File: src/rtl/gpu_pkg.sv
// -----------------------------------------------------------------------------
// gpu_pkg
// Shared definitions for the iteration-count write path into the frame buffer.
//   FMA_COUNT   : pixels carried per write word
//   ITERS_BITS  : iteration-count width per pixel
//   WIDTH/HEIGHT: frame dimensions, ADDR_BITS derived from their product
//   queue_entry_t : one write-queue entry {swap_after, has_write, iters, addr}
//   wq_state_t    : drain FSM states
//   sat_inc16     : saturating 16-bit increment used by the statistics counters
// -----------------------------------------------------------------------------
package gpu_pkg;

    localparam int FMA_COUNT  = 2;
    localparam int ITERS_BITS = 4;
    localparam int WIDTH      = 320;
    localparam int HEIGHT     = 160;
    localparam int ADDR_BITS  = $clog2(WIDTH * HEIGHT);

    // Entry layout for the default configuration; the queue rebuilds the same
    // layout locally from its own parameters so overrides stay consistent.
    typedef struct packed {
        logic                              swap_after;
        logic                              has_write;
        logic [ITERS_BITS*FMA_COUNT-1:0]   iters;
        logic [ADDR_BITS-1:0]              addr;
    } queue_entry_t;

    typedef enum logic [0:0] {
        ST_RUN  = 1'b0,
        ST_SWAP = 1'b1
    } wq_state_t;

    // Increment that sticks at all-ones instead of wrapping.
    function automatic logic [15:0] sat_inc16(input logic [15:0] value);
        logic [15:0] result;
        if (value == 16'hFFFF) begin
            result = value;
        end else begin
            result = value + 16'd1;
        end
        return result;
    endfunction

endpackage

File: src/rtl/sync_fifo.sv
// -----------------------------------------------------------------------------
// sync_fifo
// Single-clock FIFO with occupancy count. A write while full is accepted only
// when a read happens in the same cycle; a read while empty is ignored.
// Ports:
//   clk_in, rst_in (sync, active-high)
//   wr_en_in / wr_data_in   : push request and data
//   rd_en_in / rd_data_out  : pop request, head data (valid when not empty)
//   full_out, empty_out, count_out : status, count_out is occupancy 0..DEPTH
// DEPTH must be a power of two so the pointers wrap naturally.
// -----------------------------------------------------------------------------
module sync_fifo #(
    parameter  int DW    = 8,
    parameter  int DEPTH = 16,
    localparam int PW    = $clog2(DEPTH),
    localparam int CW    = $clog2(DEPTH) + 1
) (
    input  logic          clk_in,
    input  logic          rst_in,
    input  logic          wr_en_in,
    input  logic [DW-1:0] wr_data_in,
    input  logic          rd_en_in,
    output logic [DW-1:0] rd_data_out,
    output logic          full_out,
    output logic          empty_out,
    output logic [CW-1:0] count_out
);

    localparam logic [CW-1:0] FULL_CNT = CW'(DEPTH);

    logic [DW-1:0] mem_q [DEPTH];
    logic [PW-1:0] wr_ptr_q, wr_ptr_d;
    logic [PW-1:0] rd_ptr_q, rd_ptr_d;
    logic [CW-1:0] count_q, count_d;
    logic          do_wr_s;
    logic          do_rd_s;

    // Accept/advance decisions and next pointer/count values.
    always_comb begin
        do_rd_s  = rd_en_in && (count_q != {CW{1'b0}});
        do_wr_s  = wr_en_in && ((count_q != FULL_CNT) || do_rd_s);
        wr_ptr_d = wr_ptr_q;
        rd_ptr_d = rd_ptr_q;
        count_d  = count_q;
        if (do_wr_s) begin
            wr_ptr_d = wr_ptr_q + PW'(1);
        end else begin
            wr_ptr_d = wr_ptr_q;
        end
        if (do_rd_s) begin
            rd_ptr_d = rd_ptr_q + PW'(1);
        end else begin
            rd_ptr_d = rd_ptr_q;
        end
        case ({do_wr_s, do_rd_s})
            2'b10:   count_d = count_q + CW'(1);
            2'b01:   count_d = count_q - CW'(1);
            default: count_d = count_q;
        endcase
    end

    // Pointer and occupancy registers.
    always_ff @(posedge clk_in) begin
        if (rst_in) begin
            wr_ptr_q <= {PW{1'b0}};
            rd_ptr_q <= {PW{1'b0}};
            count_q  <= {CW{1'b0}};
        end else begin
            wr_ptr_q <= wr_ptr_d;
            rd_ptr_q <= rd_ptr_d;
            count_q  <= count_d;
        end
    end

    // Storage array; contents are meaningless while the count says empty.
    always_ff @(posedge clk_in) begin
        if (do_wr_s) begin
            mem_q[wr_ptr_q] <= wr_data_in;
        end
    end

    assign rd_data_out = mem_q[rd_ptr_q];
    assign full_out    = (count_q == FULL_CNT);
    assign empty_out   = (count_q == {CW{1'b0}});
    assign count_out   = count_q;

endmodule

File: src/rtl/iters_write_queue.sv
// -----------------------------------------------------------------------------
// iters_write_queue
// Buffers iteration-count write words and frame-complete markers, and drains
// them to the frame buffer so that a swap is never emitted before the writes
// that precede it, nor after the writes that follow it.
// Ports:
//   clk_in, rst_in            : clock, synchronous active-high reset
//   iters_valid_in/iters_in/addr_in : write word offered this cycle
//   swap_in                   : frame-complete pulse (may coincide with a word)
//   fb_ready_in               : frame buffer accepts a write this cycle
//   iters_valid_out/iters_out/addr_out : registered frame-buffer write
//   swap_out                  : registered one-cycle swap pulse
//   full_out, overflow_out (sticky), count_out : queue status
//   drop_count_out, frame_count_out : statistics (zero unless enabled)
// Build option: define ITERS_QUEUE_STATS_EN to build the saturating
// dropped-push and emitted-swap counters.
// -----------------------------------------------------------------------------
module iters_write_queue #(
    parameter  int FMA_COUNT  = gpu_pkg::FMA_COUNT,
    parameter  int ITERS_BITS = gpu_pkg::ITERS_BITS,
    parameter  int WIDTH      = gpu_pkg::WIDTH,
    parameter  int HEIGHT     = gpu_pkg::HEIGHT,
    parameter  int DEPTH      = 16,
    localparam int AW         = $clog2(WIDTH * HEIGHT),
    localparam int IW         = ITERS_BITS * FMA_COUNT,
    localparam int CW         = $clog2(DEPTH) + 1
) (
    input  logic          clk_in,
    input  logic          rst_in,
    input  logic          iters_valid_in,
    input  logic [IW-1:0] iters_in,
    input  logic [AW-1:0] addr_in,
    input  logic          swap_in,
    input  logic          fb_ready_in,
    output logic          iters_valid_out,
    output logic [IW-1:0] iters_out,
    output logic [AW-1:0] addr_out,
    output logic          swap_out,
    output logic          full_out,
    output logic          overflow_out,
    output logic [CW-1:0] count_out,
    output logic [15:0]   drop_count_out,
    output logic [15:0]   frame_count_out
);

    import gpu_pkg::*;

    typedef struct packed {
        logic          swap_after;
        logic          has_write;
        logic [IW-1:0] iters;
        logic [AW-1:0] addr;
    } entry_t;

    localparam int EW = $bits(entry_t);

    entry_t        push_entry_s;
    entry_t        head_s;
    logic          push_s;
    logic          pop_s;
    logic          drop_s;
    logic          full_s;
    logic          empty_s;
    logic [CW-1:0] count_s;

    wq_state_t     state_q, state_d;
    logic          iters_valid_q, iters_valid_d;
    logic [IW-1:0] iters_q, iters_d;
    logic [AW-1:0] addr_q, addr_d;
    logic          swap_q, swap_d;
    logic          overflow_q, overflow_d;

    // Build the entry to enqueue; a bare swap becomes a marker with no write.
    always_comb begin
        push_entry_s            = '0;
        push_entry_s.swap_after = swap_in;
        push_entry_s.has_write  = iters_valid_in;
        if (iters_valid_in) begin
            push_entry_s.iters = iters_in;
            push_entry_s.addr  = addr_in;
        end else begin
            push_entry_s.iters = {IW{1'b0}};
            push_entry_s.addr  = {AW{1'b0}};
        end
        push_s = iters_valid_in || swap_in;
    end

    // Pop only while running; SWAP holds the head so the swap pulse is
    // cleanly separated from both neighbouring writes.
    always_comb begin
        pop_s  = (state_q == ST_RUN) && !empty_s && fb_ready_in;
        drop_s = push_s && full_s && !pop_s;
    end

    sync_fifo #(
        .DW    (EW),
        .DEPTH (DEPTH)
    ) u_fifo (
        .clk_in      (clk_in),
        .rst_in      (rst_in),
        .wr_en_in    (push_s),
        .wr_data_in  (push_entry_s),
        .rd_en_in    (pop_s),
        .rd_data_out (head_s),
        .full_out    (full_s),
        .empty_out   (empty_s),
        .count_out   (count_s)
    );

    // Next state and next registered outputs of the drain FSM.
    always_comb begin
        state_d       = state_q;
        iters_valid_d = 1'b0;
        iters_d       = {IW{1'b0}};
        addr_d        = {AW{1'b0}};
        swap_d        = 1'b0;
        overflow_d    = overflow_q || drop_s;
        case (state_q)
            ST_RUN: begin
                if (pop_s) begin
                    iters_valid_d = head_s.has_write;
                    if (head_s.has_write) begin
                        iters_d = head_s.iters;
                        addr_d  = head_s.addr;
                    end else begin
                        iters_d = {IW{1'b0}};
                        addr_d  = {AW{1'b0}};
                    end
                    if (head_s.swap_after) begin
                        state_d = ST_SWAP;
                    end else begin
                        state_d = ST_RUN;
                    end
                end else begin
                    state_d = ST_RUN;
                end
            end
            ST_SWAP: begin
                swap_d  = 1'b1;
                state_d = ST_RUN;
            end
            default: begin
                state_d = ST_RUN;
            end
        endcase
    end

    // FSM state and output registers.
    always_ff @(posedge clk_in) begin
        if (rst_in) begin
            state_q       <= ST_RUN;
            iters_valid_q <= 1'b0;
            iters_q       <= {IW{1'b0}};
            addr_q        <= {AW{1'b0}};
            swap_q        <= 1'b0;
            overflow_q    <= 1'b0;
        end else begin
            state_q       <= state_d;
            iters_valid_q <= iters_valid_d;
            iters_q       <= iters_d;
            addr_q        <= addr_d;
            swap_q        <= swap_d;
            overflow_q    <= overflow_d;
        end
    end

    assign iters_valid_out = iters_valid_q;
    assign iters_out       = iters_q;
    assign addr_out        = addr_q;
    assign swap_out        = swap_q;
    assign overflow_out    = overflow_q;
    assign full_out        = full_s;
    assign count_out       = count_s;

`ifdef ITERS_QUEUE_STATS_EN
    logic [15:0] drop_cnt_q, drop_cnt_d;
    logic [15:0] frame_cnt_q, frame_cnt_d;

    // Frame counter advances on the same edge that raises swap_out.
    always_comb begin
        if (drop_s) begin
            drop_cnt_d = sat_inc16(drop_cnt_q);
        end else begin
            drop_cnt_d = drop_cnt_q;
        end
        if (swap_d) begin
            frame_cnt_d = sat_inc16(frame_cnt_q);
        end else begin
            frame_cnt_d = frame_cnt_q;
        end
    end

    // Statistics registers.
    always_ff @(posedge clk_in) begin
        if (rst_in) begin
            drop_cnt_q  <= 16'h0000;
            frame_cnt_q <= 16'h0000;
        end else begin
            drop_cnt_q  <= drop_cnt_d;
            frame_cnt_q <= frame_cnt_d;
        end
    end

    assign drop_count_out  = drop_cnt_q;
    assign frame_count_out = frame_cnt_q;
`else
    assign drop_count_out  = 16'h0000;
    assign frame_count_out = 16'h0000;
`endif

endmodule
File: config.mk
export PLATFORM = sky130hd
export DESIGN_NAME = iters_write_queue
export DESIGN_NICKNAME = d
export VERILOG_FILES = /design/src/rtl/gpu_pkg.sv /design/src/rtl/sync_fifo.sv /design/src/rtl/iters_write_queue.sv
export SDC_FILE = /design/constraint.sdc
export NUM_CORES = 1
export LEC_CHECK = 0
export ABC_AREA = 1
export BUFFER_PORTS_ARGS = -buffer_cell sky130_fd_sc_hd__buf_2
export CORE_ASPECT_RATIO = 0.75
export CORE_MARGIN = 2
export CORE_UTILIZATION = 40
export CTS_CLUSTER_SIZE = 30
export DETAILED_ROUTE_END_ITERATION = 8
export GPL_TIMING_DRIVEN = 0
export HOLD_SLACK_MARGIN = 0.1
export MAX_ROUTING_LAYER = met4
export PLACE_DENSITY_LB_ADDON = 0.12
export SYNTH_ARGS = -nofsm -noshare
export SYNTH_HDL_FRONTEND = slang
export SYNTH_SLANG_ARGS = --single-unit
File: constraint.sdc
create_clock -name clk_in -period 2.8 [get_ports clk_in]
set_clock_uncertainty 0.1 [all_clocks]
set_input_delay 0.28 -clock clk_in [delete_from_list [all_inputs] [get_ports clk_in]]
set_output_delay 0.28 -clock clk_in [all_outputs]
set_load 0.03 [all_outputs]
==> impl_metrics.csv, run 1 <==
group,metric,value,unit
status,status,"completed",
yosys,synth_cells,1444,
power_and_ir_drop,power.density,889,nW/um^2
detailed_routing,wirelength,53100,um
final_layout,antennaDiodeCount,0,
floorplanning,die_area,47400,um^2
sta,setup_viol,0,
final_layout,area_growth,17.5,%
clock_network,cts_made_buffers,45,
power_and_ir_drop,leakage,7.64,nW
power_and_ir_drop,p_int,12.8,mW
detailed_routing,avgViaCountPerCell,5.39,
yosys,syn_area,18300,um^2
sta,maxSlewHeadroom,0.273,
clock_network,htree_num_levels,2,
detailed_routing,routedWlPerCell,23.8,um
yosys,synth_top_flop_cell,"edfxtp_1",
sta,min_period_over_period,0.953,
critical_path,cp.required,2950,ps
critical_path,slowest_stage,"dlygate4sd3_1",
floorplanning,die_w,251,um
power_and_ir_drop,switching_share,0.330,
critical_path,crit_path_end_kind,"register",
clock_network,cts_sinks,461,
critical_path,r2r_slack,190,ps
detailed_routing,ant_nets,0,
sta,fmax,375,MHz
global_routing,grt_pass1_wl,77400,um
detailed_routing,drt_first_pass_iters,5,
power_and_ir_drop,total_power,19.1,mW
clock_network,insertion_delay,570,ps
final_layout,nNetsFinal,1642,
detailed_routing,drt_iter0_drc,1564,
power_and_ir_drop,power_frac_seq,0.418,
critical_path,crit_family,"buffers and inverters",
power_and_ir_drop,peakVddDrop,0.450,mV
power_and_ir_drop,p_sw,6.29,mW
power_and_ir_drop,clkPwrFrac,0.319,
clock_network,cts-root-buf,"clkbuf_16",
clock_network,path_clk_slew,70,ps
min_path,hp-class,"in -> reg",
yosys,seq_area_frac_synth,0.734,
yosys,synthDistinctLibCells,40,
final_layout,stdcell_count,2229,
critical_path,path_cells,"dlygate4sd3_1 > buf_2 > buf_2 > nor2_4 > a21oi_4 > nand2_1 > nor2_4 > buf_12",
critical_path,cp.arrival,2820,ps
final_layout,layout-drive-gt1-share,0.163,
placement,io_buffers,61,
critical_path,crit_fanout,20,
yosys,avgSynthCellArea,12.6,um^2
clock_network,clock_tree.buffer_depth,3,
placement,place.gp.congestion,0.803,
critical_path,crit_buf_inv,4,
global_routing,grt-ovfl-total,0,
global_routing,grt_usage,0.232,
critical_path,max_stage_delay,510,ps
clock_network,cts_tree,"yes",
critical_path,critical_path_class,"in -> reg",
flow_run,maxCapViolCount,0,
power_and_ir_drop,p_comb_frac,0.263,
global_routing,first_global_vias,11600,
placement,dp.final_hpwl,34000,um
yosys,synth-seq-cells,461,
yosys,yosysWarnings,0,
yosys,synth-edff-count,416,
sta,maxSlewViolCount,0,
sta,fin_crit,2670,ps
placement,place_inst,2138,
floorplanning,num_rows,67,
final_layout,num-fill-cells,3967,
sta,hold_viol_final,0,
floorplanning,io_pins,94,
sta,rsz0062_at_grt,"false",
detailed_routing,via_count,12000,
floorplanning,core_area,44800,um^2
detailed_routing,drc,0,
critical_path,start_kind,"input port",
global_routing,grt_max_degree,23,
sta,worst_pin_slew,1090,ps
floorplanning,start_util,0.407,
global_routing,antenna_found_initial,0,
floorplanning,die_h,189,um
yosys,async_flop_share,0,
==> power by group through the flow <==
stage	registers, mW	clock network [mW]	logic (mW)
global placement	8.12	0	4.87
global route	7.99	6.48	5.47
floorplan	8.28	0	2.97
detailed placement	8.11	0	4.97
finish	7.96	6.08	5.02
CTS	7.97	6.19	4.99
==> cells in the final DEF (no fill, tap or decap), types with 2 or more instances in the layout <==
cell and n:
clkbuf_8 12, inv_1 46, nor2_1 224, conb_1 32, nand4_1 4, nand2_1 138
o221ai_1 40, dlygate4sd3_1 3, inv_2 3, nor2_2 19, nor2_4 17, o21ai_1 43
buf_12 17, clkinv_2 7, a21oi_1 18, clkinvlp_4 2, inv_6 2, nand3_1 15
o21ai_0 209, o21ai_2 2, nand2_2 3, ha_1 7, clkbuf_16 47, buf_1 8
buf_4 45, edfxtp_1 416, clkbuf_1 59, buf_2 75, a22oi_1 2, buf_6 6
dfxtp_1 45, buf_16 2, o22ai_1 59
==> what timing repair did <==
action / in CTS / in global routing
pin swaps: 0 / 3
setup endpoints to repair: 9 / 28
endpoints found under the hold margin: 39 / 0
hold buffers: 3 / 0
setup buffers: 0 / 4
cloned: 0 / 0
gates resized for setup: 1 / 0
==> synthesized netlist by cell type (14+ instances only) <==
master	number	area share
o21ai_0	209	0.057
inv_1	46	0.0095
nand2_1	138	0.028
clkbuf_1	47	0.0097
o22ai_1	59	0.020
o21ai_1	43	0.012
dfxtp_1	45	0.049
nand3_1	15	0.0041
edfxtp_1	416	0.68
buf_4	43	0.018
o221ai_1	40	0.019
a21oi_1	18	0.0049
nor2_1	240	0.049
nor2_2	19	0.0065
buf_2	14	0.0038
==> worst paths after layout <==
kind / start / endpoint / cells after the start
hold reg to reg: state_q / swap_out / 2
hold / removal: iters_in[3] / u_fifo.mem_q[4][19] / 3
setup reg to reg: register / iters_out[6] / 8
setup / recovery: iters_valid_in / u_fifo.mem_q[11][16] / 8
==> registers in the layout, indices dropped and copies added (netlist names), named ones only <==
name and count:
overflow_out 1, u_fifo.mem_q 416, u_fifo.rd_ptr_q 4, swap_out 1, iters_valid_out 1, state_q 1, addr_out 16, u_fifo.count_out 5
iters_out 8, u_fifo.wr_ptr_q 4
==> stage by stage <==
stage,setup WS [ps],setup TNS [ps],util,hold slack [ps],cell area [um^2]
after floorplan,-133,-41540,-,251,18400
after detailed placement,0.000666,0,0.443,317,19900
final,132,0,0.478,168,21400
after global placement,-1960,-621250,0.433,322,19400
after CTS,84.3,0,0.477,147,21400
after global routing,16.1,0,0.478,225,21400
==> worst reg2reg max path, cell delays in order (launching register included) <==
cell	delay (ps)
dfxtp_1	310
inv_1	120
buf_2	330
buf_1	770
o221ai_1	430
o21ai_1	230
nand2_1	80
nand2_1	90
nor2_2	40
==> area by class of cell <==
cell class              count  area, um^2  area share
well taps                 586         733      0.0342
flip-flops and latches    461       13400       0.625
multi-input cells         843        4210       0.196
repair buffers             84         726      0.0338
plain buffers             121         707      0.0330
inverters                  50         189     0.00881
clock buffers              71        1390      0.0646
clock inverters            13         105     0.00490
==> cells by family (layout without fill, tap and decap cells) <==
logic type,after synthesis,after routing,share of synthesized area
XOR/XNOR,1,1,0.000480
flip-flops,461,461,0.734
buffers and inverters,171,339,0.0490
AO/OA/AOI/OAI,381,381,0.120
other,1,32,0.000205
AND/OR/NAND/NOR,422,422,0.0922
adder cells (fa/ha/maj),7,7,0.00480
==> routing by layer <==
layer | vias up | track usage | wire length (um) | share of wire
li1 | 5498 | - | - | -
met1 | 5920 | 0.346 | 24600 | 0.46
met2 | 532 | 0.333 | 22900 | 0.43
met3 | 74 | 0.0401 | 4740 | 0.089
met4 | 0 | 0.0474 | 873 | 0.016
met5 | - | - | 0 | 0
No activity file was read; power rests on OpenSTA's default activity.
==> run 2, diff against run 1 <==
--- a/config.mk
+++ b/config.mk
@@ -16,6 +16,8 @@
 export HOLD_SLACK_MARGIN = 0.1
 export MAX_ROUTING_LAYER = met4
 export PLACE_DENSITY_LB_ADDON = 0.12
+export REMOVE_ABC_BUFFERS = 1
+export SLEW_MARGIN = 30
 export SYNTH_ARGS = -nofsm -noshare
 export SYNTH_HDL_FRONTEND = slang
 export SYNTH_SLANG_ARGS = --single-unit
==> run 2 against run 1 <==
Effect of this change:
- fmax grew 0.82%
- worst setup slack better by 22 ps
- critical path depth increased by 1
- combinational power fell by 13%
- sequential power grew 1%
- count of clock-buffer cells in the layout is 7 lower
- critical path type is now reg -> reg
- largest cell class unchanged
==> impl_metrics.csv, run 2 (synthesis gave the netlist of run 1 again) <==
group,metric,value,unit
final_layout,area_growth,17.5,%
sta,fmax,378,MHz
global_routing,grt_pass1_wl,68800,um
floorplanning,num_rows,67,
critical_path,path_cells,"buf_12 > buf_12 > inv_16 > o21ai_0 > o221ai_2 > o21ai_1 > o22ai_2 > nand2_8 > nor2_2",
placement,place_area,19900,um^2
clock_network,cts-root-buf,"clkbuf_16",
detailed_routing,wirelength,45600,um
detailed_routing,routedWlPerCell,21.4,um
flow_run,maxCapViolCount,0,
floorplanning,die_h,189,um
critical_path,cp.required,3170,ps
clock_network,clock_tree.buffer_depth,3,
clock_network,cts_sinks,461,
final_layout,final_cell_mix,"edfxtp_1, nor2_1, o21ai_0, nand2_1, buf_2",
min_path,min_from,"addr_in[4]",
placement,dp.final_hpwl,25400,um
floorplanning,io_pins,94,
floorplanning,start_util,0.407,
critical_path,max_stage_delay,460,ps
critical_path,cp.arrival,3010,ps
detailed_routing,drc,0,
critical_path,reg2reg_depth,9,
sta,fin_crit,2650,ps
clock_network,insertion_delay,560,ps
detailed_routing,avgViaCountPerCell,5.28,
sta,setup_viol,0,
placement,io_buffers,61,
sta,min_period_over_period,0.945,
floorplanning,core_area,44800,um^2
critical_path,slowest_stage,"dfxtp_4",
final_layout,layout-drive-gt1-share,0.147,
final_layout,antennaDiodeCount,0,
final_layout,final_area,21400,um^2
power_and_ir_drop,power.density,868,nW/um^2
sta,maxSlewViolCount,0,
clock_network,path_clk_slew,60,ps
critical_path,timing.critical_path.mode_cell,"buf_12",
final_layout,register_area,13400,um^2
critical_path,start_kind,"register",
critical_path,critical_path_class,"reg -> reg",
power_and_ir_drop,peakVddDrop,0.555,mV
detailed_routing,drt_first_pass_iters,5,
power_and_ir_drop,leakage,7.55,nW
detailed_routing,drt_iter0_drc,935,
final_layout,regMostFlops,"u_fifo.mem_q",
status,status,"completed",
global_routing,antenna_found_initial,0,
final_layout,final_util,0.478,
placement,place.gp.congestion,0.734,
global_routing,grt_usage,0.198,
sta,finalSetupTns,0,ps
global_routing,first_global_vias,10900,
floorplanning,die_area,47400,um^2
global_routing,grt-ovfl-total,0,
final_layout,largest_reg_flops,416,
critical_path,crit_fanout,97,
min_path,holdPathStages,3,
sta,worst_pin_slew,659,ps
detailed_routing,via_count,11300,
min_path,hp-class,"in -> reg",
critical_path,crit_path_end_kind,"register",
sta,hold_viol_final,0,
sta,maxSlewHeadroom,0.560,
final_layout,num-fill-cells,3934,
sta,fin_hold_ws,179,ps
sta,rsz0062_at_grt,"true",
final_layout,multi_input_area,4230,um^2
final_layout,nNetsFinal,1545,
clock_network,cts_made_buffers,46,
global_routing,grt_max_degree,113,
final_layout,layout_commonest_cell,"edfxtp_1",
clock_network,htree_num_levels,2,
floorplanning,die_w,251,um
clock_network,cts_tree,"yes",
detailed_routing,ant_nets,0,
## run 2: path summary, 6_finish.rpt
kind	end	slack, ps
max reg2reg	iters_out[1]	150
max	iters_out[1]	150
min reg2reg	swap_out	340
min	u_fifo.mem_q[8][4]	180
## run 2: repair_timing
action	CTS	global route
setup endpoints to repair	25	53
hold buffers	2	0
pin swaps	0	4
endpoints found under the hold margin	21	0
buffers inserted	0	4
gates cloned	0	0
gates resized for setup	3	1
## run 2: layout make-up
cell class,instances,area share
tap,586,0.0342
inverter,50,0.00992
multi-input combinational,843,0.197
clock inverter,21,0.0107
clock buffer,64,0.0592
sequential,461,0.625
timing repair buffer,107,0.0638
## run 2: power breakdown
| part | total [mW] | internal (mW) | switching, mW |
|---|---|---|---|
| logic | 4.39 | 1.40 | 2.98 |
| clock network | 6.20 | 3.63 | 2.57 |
| registers | 8.04 | 7.86 | 0.180 |
## run 2: layer usage
metal	vias up	wire (um)	global-route usage
met5	-	0	-
met4	0	831	0.0472
met3	69	1930	0.0274
met2	278	21800	0.320
met1	5595	21100	0.268
li1	5308	-	-
## run 2: per-stage QoR
stage	instances	power, mW	setup slack [ps]
2_1_floorplan	1354	11.0	-4530
3_3_place_gp	2001	11.9	-11570
3_5_place_dp	2041	12.6	-265
4_1_cts	2128	18.8	52.0
5_1_grt	2132	19.6	-61.3
6_report	2132	18.6	154
## run 2: worst max-delay path: cells and delay by family (launching register included)
| family | cells | cell delay (ps) |
|---|---|---|
| buf+inv | 3 | 690 |
| flops | 1 | 460 |
| simple gates | 2 | 540 |
| compound gates | 4 | 710 |
